### src/rtl/clk_div_pkg.sv
// Shared constants, channel state type and index-width helper for the multi-channel clock divider.
package clk_div_pkg;

   localparam int DEF_DIV_W    = 8;
   localparam int DEF_RST_HALF = 3;

   typedef enum logic {
      CH_STOP = 1'b0,
      CH_RUN  = 1'b1
   } ch_state_e;

   // Channel-select width; never narrower than one bit so a single channel still has a port.
   function automatic int ch_idx_w(input int n);
      return (n > 1) ? $clog2(n) : 1;
   endfunction

endpackage

### src/rtl/clk_div_ch.sv
// One divider channel: half-period counter, active H, one-deep pending config and glitch-free stop.
// Optional tick strobe output when CLKDIV_TICK_EN is defined.
module clk_div_ch
   import clk_div_pkg::*;
#(
   parameter int DIV_W    = DEF_DIV_W,
   parameter int RST_HALF = DEF_RST_HALF
) (
   input  logic             clk_in,
   input  logic             reset,
   input  logic             en,
   input  logic             cfg_we,
   input  logic [DIV_W-1:0] cfg_half,
   output logic             clk_out,
   output logic             pending
`ifdef CLKDIV_TICK_EN
   ,
   output logic             tick
`endif
);

   ch_state_e        state, state_nxt;
   logic [DIV_W-1:0] cnt, cnt_nxt;
   logic [DIV_W-1:0] half, half_nxt;
   logic [DIV_W-1:0] pend_val, pend_val_nxt;
   logic             clk_nxt, pend_nxt;

   always_ff @(posedge clk_in or posedge reset) begin
      if (reset) state <= CH_STOP;
      else       state <= state_nxt;
   end

   always_comb begin
      state_nxt    = state;
      cnt_nxt      = cnt;
      clk_nxt      = clk_out;
      half_nxt     = half;
      pend_nxt     = pending;
      pend_val_nxt = pend_val;
      case (state)
         CH_STOP: begin
            cnt_nxt = '0;
            clk_nxt = 1'b0;
            if (pending) begin
               half_nxt = pend_val;
               pend_nxt = 1'b0;
            end
            if (en) state_nxt = CH_RUN;
         end
         CH_RUN: begin
            // A high phase always runs to completion; only a low output may stop at once.
            if (!en && !clk_out) begin
               state_nxt = CH_STOP;
               cnt_nxt   = '0;
            end else if (cnt == half) begin
               clk_nxt = ~clk_out;
               cnt_nxt = '0;
               if (pending) begin
                  half_nxt = pend_val;
                  pend_nxt = 1'b0;
               end
            end else begin
               cnt_nxt = cnt + 1'b1;
            end
         end
         default: state_nxt = CH_STOP;
      endcase
      // cfg_we is only possible while pending is clear, so it never races the clear above.
      if (cfg_we) begin
         pend_nxt     = 1'b1;
         pend_val_nxt = cfg_half;
      end
   end

   always_ff @(posedge clk_in or posedge reset) begin
      if (reset) begin
         cnt      <= '0;
         clk_out  <= 1'b0;
         half     <= DIV_W'(RST_HALF);
         pending  <= 1'b0;
         pend_val <= '0;
      end else begin
         cnt      <= cnt_nxt;
         clk_out  <= clk_nxt;
         half     <= half_nxt;
         pending  <= pend_nxt;
         pend_val <= pend_val_nxt;
      end
   end

`ifdef CLKDIV_TICK_EN
   always_ff @(posedge clk_in or posedge reset) begin
      if (reset) tick <= 1'b0;
      else       tick <= (clk_nxt != clk_out);
   end
`endif

endmodule

### src/rtl/clk_div_multi.sv
// NUM_CH independent 50%-duty clock dividers sharing one configuration port.
// Define CLKDIV_TICK_EN to add the per-channel tick strobe port.
module clk_div_multi
   import clk_div_pkg::*;
#(
   parameter int NUM_CH   = 4,
   parameter int DIV_W    = DEF_DIV_W,
   parameter int RST_HALF = DEF_RST_HALF
) (
   input  logic                        clk_in,
   input  logic                        reset,
   input  logic [NUM_CH-1:0]           en,
   input  logic                        cfg_valid,
   output logic                        cfg_ready,
   input  logic [ch_idx_w(NUM_CH)-1:0] cfg_ch,
   input  logic [DIV_W-1:0]            cfg_half,
   output logic [NUM_CH-1:0]           clk_out
`ifdef CLKDIV_TICK_EN
   ,
   output logic [NUM_CH-1:0]           tick
`endif
);

   localparam int CH_W = ch_idx_w(NUM_CH);

   logic [NUM_CH-1:0] pending;
   logic [NUM_CH-1:0] cfg_we;

   // Handshake: a request transfers on a rising clk_in edge where cfg_valid && cfg_ready;
   // cfg_ready is combinational from cfg_ch and is high for any channel with no pending value,
   // including out-of-range channels, whose requests are swallowed without effect.
   always_comb begin
      cfg_ready = 1'b1;
      for (int i = 0; i < NUM_CH; i++) begin
         if (cfg_ch == CH_W'(i)) cfg_ready = ~pending[i];
      end
   end

   for (genvar g = 0; g < NUM_CH; g++) begin : g_ch
      assign cfg_we[g] = cfg_valid && cfg_ready && (cfg_ch == CH_W'(g));

      clk_div_ch #(
         .DIV_W    (DIV_W),
         .RST_HALF (RST_HALF)
      ) u_ch (
         .clk_in   (clk_in),
         .reset    (reset),
         .en       (en[g]),
         .cfg_we   (cfg_we[g]),
         .cfg_half (cfg_half),
         .clk_out  (clk_out[g]),
         .pending  (pending[g])
`ifdef CLKDIV_TICK_EN
         ,
         .tick     (tick[g])
`endif
      );
   end

endmodule
### config.mk
export PLATFORM = sky130hd
export DESIGN_NAME = clk_div_multi
export DESIGN_NICKNAME = d
export VERILOG_FILES = /design/src/rtl/clk_div_pkg.sv /design/src/rtl/clk_div_ch.sv /design/src/rtl/clk_div_multi.sv
export SDC_FILE = /design/constraint.sdc
export NUM_CORES = 1
export LEC_CHECK = 0
export CAP_MARGIN = 25
export CORE_MARGIN = 4
export CORE_UTILIZATION = 69
export DETAILED_ROUTE_END_ITERATION = 12
export DONT_BUFFER_PORTS = 1
export PLACE_DENSITY = 0.85
export SETUP_SLACK_MARGIN = 0.2
export SLEW_MARGIN = 25
export SYNTH_ARGS = -nofsm -noshare
export SYNTH_HDL_FRONTEND = slang
export SYNTH_HIERARCHICAL = 1
export SYNTH_SLANG_ARGS = --single-unit
### constraint.sdc
create_clock -name clk_in -period 4.1 [get_ports clk_in]
set_input_delay 0.82 -clock clk_in [delete_from_list [all_inputs] [get_ports clk_in]]
set_output_delay 0.82 -clock clk_in [all_outputs]
set_load 0.05 [all_outputs]
* Word-level counts from Yosys, hierarchy flattened
Cells that the tools add are included.
** Word-level totals
- Register bits :: 108
- Input bits :: 17
- Output and inout port bits :: 5
- Word-level logic and storage cells :: 161
** Cells by class
- Add/subtract/negate cells :: 4
- Equal/unequal tests :: 23
- Multiplexer cells :: 72
- Bitwise logic cells :: 12
- Reductions and logical operators :: 26
** Operators by type and width (number)
- $mux 8 :: 20
- $pmux 8 s2 :: 8
- $add 8x1->8 const B :: 4
- $eq 8x8->1 :: 4
- $mux 1 :: 32
- $ne 3x2->1 const B :: 8
- $pmux 1 s2 :: 12
- $ne 2x2->1 const B :: 8
- $reduce_and 2->1 :: 8
- $not 1->1 :: 12
- $logic_and 1x1->1 :: 9
- $logic_not 1->1 :: 8
- $eq 2x2->1 const B :: 2
- $eq 2x1->1 const B :: 1
- $logic_not 2->1 :: 1

* Depth between registers and ports, before layout
- Depth in word-level cells :: 9
- Gate-level depth with buffers :: 5
- Mapped depth without buffers :: 5

* Modules after synthesis
Netlist, hierarchy kept.
** By module, submodules not included
- clk_div_ch :: instances 4, cells each 144, area an instance 1482.7 um^2, seq. area each 678.2 um^2
- clk_div_multi :: instances 1, cells each 7, area an instance 61.3 um^2, seq. area each 0.0 um^2

* Worst setup path after synthesis
Ideal clock, no wire load.
- Path type :: in2out
- From :: input port cfg_ch[0]
- To :: output port cfg_ready
- Data arrival time :: 1607 ps
- Required time :: 3280 ps
- Setup slack :: 1673 ps
- Stages :: 2
- Path buffers :: 0
- Cell sequence :: mux4_2 > inv_1
** On the way
- Word-level cells in the longest chain between the ends :: 5
- Elaborated cells on any way between the ends :: 8
- Classes of those cells :: 3 x eq/ne; 4 x mux; 1 x reduce/logical
** Ends and longest elaborated chain
- start: declaration :: line clk_div_multi.sv:15 : input logic [ch_idx_w(NUM_CH)-1:0] cfg_ch,
- $logic_not 2->1 :: line clk_div_multi.sv:35 : if (cfg_ch == CH_W'(i)) cfg_ready = ~pending[i];
- $mux 1 (3 in a row) :: line clk_div_multi.sv:35
- $mux 1 * :: line clk_div_multi.sv:35
- end: declaration :: line clk_div_multi.sv:14 : output logic cfg_ready,
Mark *: on every way between the ends. The rest lies on a longest branch, timed or not.

* Worst setup path after layout
- From :: register g_ch[1].u_ch.pending
- To :: output port cfg_ready
** On the way
- Word-level cells in the longest chain between the ends :: 4
** Ends and longest elaborated chain
- start: declaration :: line clk_div_ch.sv:15 : output logic pending
- start signal: assignment :: line clk_div_ch.sv:86 : pending <= pend_nxt;
- $not 1->1 :: line clk_div_multi.sv:35
- $mux 1 (3 in a row) :: line clk_div_multi.sv:35
No other way between the ends.

==> report_table.html <==
<table>
<tr><th>Metric</th><th>Value</th></tr>
<tr><th colspan="2">Clock tree</th></tr>
<tr><td>Clock tree root driver cell</td><td>clkbuf_8</td></tr>
<tr><td>PostCTS Resize Cnt</td><td>0</td></tr>
<tr><td>Number of H-tree levels</td><td>3</td></tr>
<tr><td>Number of sinks on the clock net</td><td>108</td></tr>
<tr><td>Largest buffer count on any clock path</td><td>2</td></tr>
<tr><td>Inserted Clock Buffers</td><td>9</td></tr>
<tr><td>Clock edge transition at the registers on the reported setup and hold paths</td><td>100 ps</td></tr>
<tr><td>Postcts setup bufs</td><td>0</td></tr>
<tr><td>CTS tree</td><td>yes</td></tr>
<tr><td>Clock network latency to the later pin of the worst-skew pair</td><td>360 ps</td></tr>
<tr><td>CTS hold repair buffers</td><td>0</td></tr>
<tr><th colspan="2">Global routing</th></tr>
<tr><td>Number of global-route vias before repair</td><td>4346</td></tr>
<tr><td>First-pass GRT wire length</td><td>20.8 mm</td></tr>
<tr><td>Overflow after GRT</td><td>0</td></tr>
<tr><td>All-Layer GR Usage</td><td>25.4%</td></tr>
<tr><td>Antenna violations before repair</td><td>0</td></tr>
<tr><td>Largest net degree at the start of global routing</td><td>29</td></tr>
<tr><th colspan="2">Drt</th></tr>
<tr><td>Post-Route WL</td><td>12.5 mm</td></tr>
<tr><td>Total DRC errors in the routed layout</td><td>0</td></tr>
<tr><td>Vias</td><td>4525</td></tr>
<tr><td>Average wire per standard cell</td><td>18.7 um</td></tr>
<tr><td>Number of nets with antenna violations after detailed routing</td><td>0</td></tr>
<tr><td>Via/cell ratio</td><td>6.76</td></tr>
<tr><td>Iter 0 DRT Violations</td><td>218</td></tr>
<tr><td>Iteration count of the initial detailed-routing pass</td><td>5</td></tr>
<tr><th colspan="2">Synth</th></tr>
<tr><td>Synth Net Count</td><td>604</td></tr>
<tr><td>Yosys Warn Count</td><td>6</td></tr>
<tr><td>Count of unique library cells instantiated by Yosys</td><td>33</td></tr>
<tr><td>Seq cells post-synth</td><td>108</td></tr>
<tr><td>Instance count of the mapped netlist</td><td>583</td></tr>
<tr><td>Synth Cell Area</td><td>5990 sq um</td></tr>
<tr><td>Avg Synthesized Cell Area</td><td>10.3 sq um</td></tr>
<tr><td>Register area share after synthesis</td><td>45.3%</td></tr>
<tr><th colspan="2">Cells and area</th></tr>
<tr><td>Multi-input gate area</td><td>3020 sq um</td></tr>
<tr><td>Non-filler cells in the finished layout</td><td>669</td></tr>
<tr><td>Antenna diode instance count</td><td>0</td></tr>
<tr><td>Most common cell after layout, fill and taps aside</td><td>dfrtp_1</td></tr>
<tr><td>Number of nets in the finished design</td><td>580</td></tr>
<tr><td>Number of filler instances in the final layout</td><td>568</td></tr>
<tr><td>Area growth from synthesis to final layout</td><td>4.32%</td></tr>
<tr><td>Register area</td><td>2710 sq um</td></tr>
<tr><td>Commonest cells after routing, fill and taps aside</td><td>dfrtp_1, xnor2_1, nand3_1</td></tr>
<tr><td>Ratio of cells with drive above 1 in the final layout</td><td>16.8%</td></tr>
<tr><th colspan="2">Setup path</th></tr>
<tr><td>Worst path cell trace</td><td>mux4_2 &gt; inv_1</td></tr>
<tr><td>CP startpoint</td><td>g_ch[1].u_ch/pending$_DFFE_PP0P_</td></tr>
<tr><td>Critical path type</td><td>reg -&gt; out</td></tr>
<tr><td>Worst Setup Start Kind</td><td>flop</td></tr>
<tr><td>Worst Setup End Kind</td><td>output port</td></tr>
<tr><td>Family of cells with the greatest summed delay on the critical path</td><td>flip-flops</td></tr>
<tr><td>CP Max Fanout</td><td>27</td></tr>
<tr><td>Stages on the worst setup path</td><td>2</td></tr>
<tr><td>R2R cell count</td><td>2</td></tr>
<tr><td>Worst Path Required</td><td>3280 ps</td></tr>
<tr><td>Buffers plus inverters on the worst setup path</td><td>1</td></tr>
<tr><td>Delay of the slowest cell on the worst path</td><td>740 ps</td></tr>
<tr><td>Arrival time worst endpoint</td><td>2030 ps</td></tr>
<tr><td>Slowest cell on the critical path</td><td>dfrtp_1</td></tr>
<tr><td>Origin of the critical flop-to-flop path</td><td>g_ch[2].u_ch/pending$_DFFE_PP0P_</td></tr>
<tr><th colspan="2">Run status</th></tr>
<tr><td>Run status</td><td>completed</td></tr>
<tr><th colspan="2">STA</th></tr>
<tr><td>Final period util</td><td>69.4%</td></tr>
<tr><td>Fin. max-slew vios</td><td>0</td></tr>
<tr><td>Min cycle time layout</td><td>2850 ps</td></tr>
<tr><td>Final total negative setup slack</td><td>0 ps</td></tr>
<tr><td>Worst Clk Skew</td><td>9.11 ps</td></tr>
<tr><td>Slew headroom</td><td>37.8%</td></tr>
<tr><td>Unrepaired setup endpoints after global routing</td><td>false</td></tr>
<tr><td>Number of failing setup endpoints in the final timing report</td><td>0</td></tr>
<tr><td>Achievable frequency</td><td>0.351 GHz</td></tr>
<tr><td>Worst Tran Pin Value</td><td>933 ps</td></tr>
<tr><td>Final hold viol count</td><td>0</td></tr>
<tr><th colspan="2">Die</th></tr>
<tr><td>Standard-cell rows</td><td>33</td></tr>
<tr><td>Die height</td><td>101 um</td></tr>
<tr><td>Placeable Area</td><td>8340 sq um</td></tr>
<tr><td>Initial Utilization</td><td>71.8%</td></tr>
<tr><td># IOs</td><td>22</td></tr>
<tr><td>Floorplan die width</td><td>101 um</td></tr>
<tr><td>Total die area</td><td>10200 sq um</td></tr>
<tr><th colspan="2">Power and ir drop</th></tr>
<tr><td>LEAKAGE</td><td>2.65 nW</td></tr>
<tr><td>Peak supply drop</td><td>0.238 mV</td></tr>
<tr><td>Power density relative to cell area</td><td>375 nW/um^2</td></tr>
<tr><th colspan="2">Placed design</th></tr>
<tr><td>Instance count after placement with tap cells included</td><td>652</td></tr>
<tr><td>Sum of net half-perimeters after detailed placement</td><td>8.36 mm</td></tr>
<tr><td>IO Port Bufs</td><td>0</td></tr>
<tr><td>Placer's final routability congestion estimate</td><td>0.803</td></tr>
<tr><th colspan="2">Run</th></tr>
<tr><td>Max-cap viol count</td><td>0</td></tr>
<tr><th colspan="2">Min path</th></tr>
<tr><td>Class of the tightest hold or removal check</td><td>in -&gt; async</td></tr>
</table>
==> cell families (layout without fill, tap and decap cells) <==
family | count (synthesis) | count (layout) | share of synthesized area, %
AND/OR/NAND/NOR | 221 | 221 | 21.5
flip-flops | 108 | 108 | 45.3
AO/OA/AOI/OAI | 84 | 84 | 12.8
buffers and inverters | 77 | 58 | 4.99
XOR/XNOR | 56 | 56 | 8.19
multiplexers | 33 | 33 | 6.39
adder cells (fa/ha/maj) | 4 | 4 | 0.835
==> cell usage after synthesis <==
master	number	area share, %
nor4b_1	1	0.15
a311o_1	32	5.3
nand4_1	4	0.42
a21o_1	4	0.50
clkbuf_1	28	1.8
and2_1	4	0.42
xor2_1	12	1.8
dfrtp_1	100	42
buf_2	8	0.67
nor3_1	33	2.8
o211ai_2	4	0.84
o21ai_0	4	0.33
nand2_4	4	0.75
nand4b_1	4	0.58
a31o_2	4	0.58
nand2_1	33	2.1
nand4_2	8	1.7
or2_2	4	0.42
xnor2_1	44	6.4
nand3b_1	32	4.0
ha_1	4	0.84
and4_4	8	1.5
a21boi_0	4	0.50
mux4_2	1	0.38
and3_1	8	0.84
dfstp_2	8	3.5
o221ai_1	32	4.7
inv_1	41	2.6
nor2_1	32	2.0
nor4bb_1	1	0.17
nor3b_1	1	0.13
mux2_2	32	6.0
nand3_1	44	3.7
==> worst register-to-register path, stage by stage, from the launching register on <==
cell     delay [ps]
dfrtp_1         710
nor3_2          740
mux2_2          420
==> routing by layer <==
metal	vias to the layer above	share of wire, %	track usage, %
li1	2085	-	-
met1	2251	42	33.9
met2	155	50	41.7
met3	34	5.7	5.37
met4	0	2.2	8.79
met5	-	0	0
==> layout make-up <==
class	instances	share of cell area, %
multi-input cells	398	48.3
flip-flops and latches	108	43.4
inverters	41	2.46
clock buffers	12	2.32
repair buffers	1	0.240
clock inverters	4	1.16
well taps	105	2.10
==> registers in the layout, summed over array words and instances, names as in the netlist <==
signal / cells
g_ch.u_ch/cnt: 32
g_ch.u_ch/half: 32
g_ch.u_ch/pend_val: 32
g_ch.u_ch/clk_out: 4
g_ch.u_ch/pending: 4
g_ch.u_ch/state: 4
==> path summary, 6_finish.rpt <==
| check | to | slack (ps) |
|---|---|---|
| max in group asynchronous | g_ch[1].u_ch/half[0]$_DFFE_PP1P_ | 3350 |
| setup / recovery | cfg_ready | 1250 |
| min in group clk_in | g_ch[1].u_ch/cnt[0]$_DFF_PP0_ | 510 |
| hold / removal | g_ch[2].u_ch/pend_val[2]$_DFFE_PP0P_ | 230 |
| hold reg to reg | g_ch[1].u_ch/cnt[0]$_DFF_PP0_ | 510 |
| setup reg to reg | g_ch[2].u_ch/pend_val[4]$_DFFE_PP0P_ | 2130 |
==> where the power goes <==
group,internal (mW),total (mW),switching [mW]
combinational,0.165,0.304,0.139
clock,0.361,0.709,0.348
sequential,1.18,1.33,0.152
total,1.71,2.35,0.639
==> metrics by stage <==
stage | hold WS (ps) | area [sq um] | total power, mW | util, % | setup WS, ps
3_3_place_gp | 489 | 5990 | 1.62 | 71.8 | 1640
4_1_cts | 512 | 6210 | 2.35 | 74.5 | 1280
2_1_floorplan | 466 | 5990 | 1.57 | - | 1670
5_1_grt | 219 | 6250 | 2.45 | 74.9 | 1160
3_5_place_dp | 498 | 6000 | 1.65 | 71.9 | 1650
6_report | 231 | 6250 | 2.35 | 74.9 | 1250
Note: power is estimated with default switching activity, not from simulation.
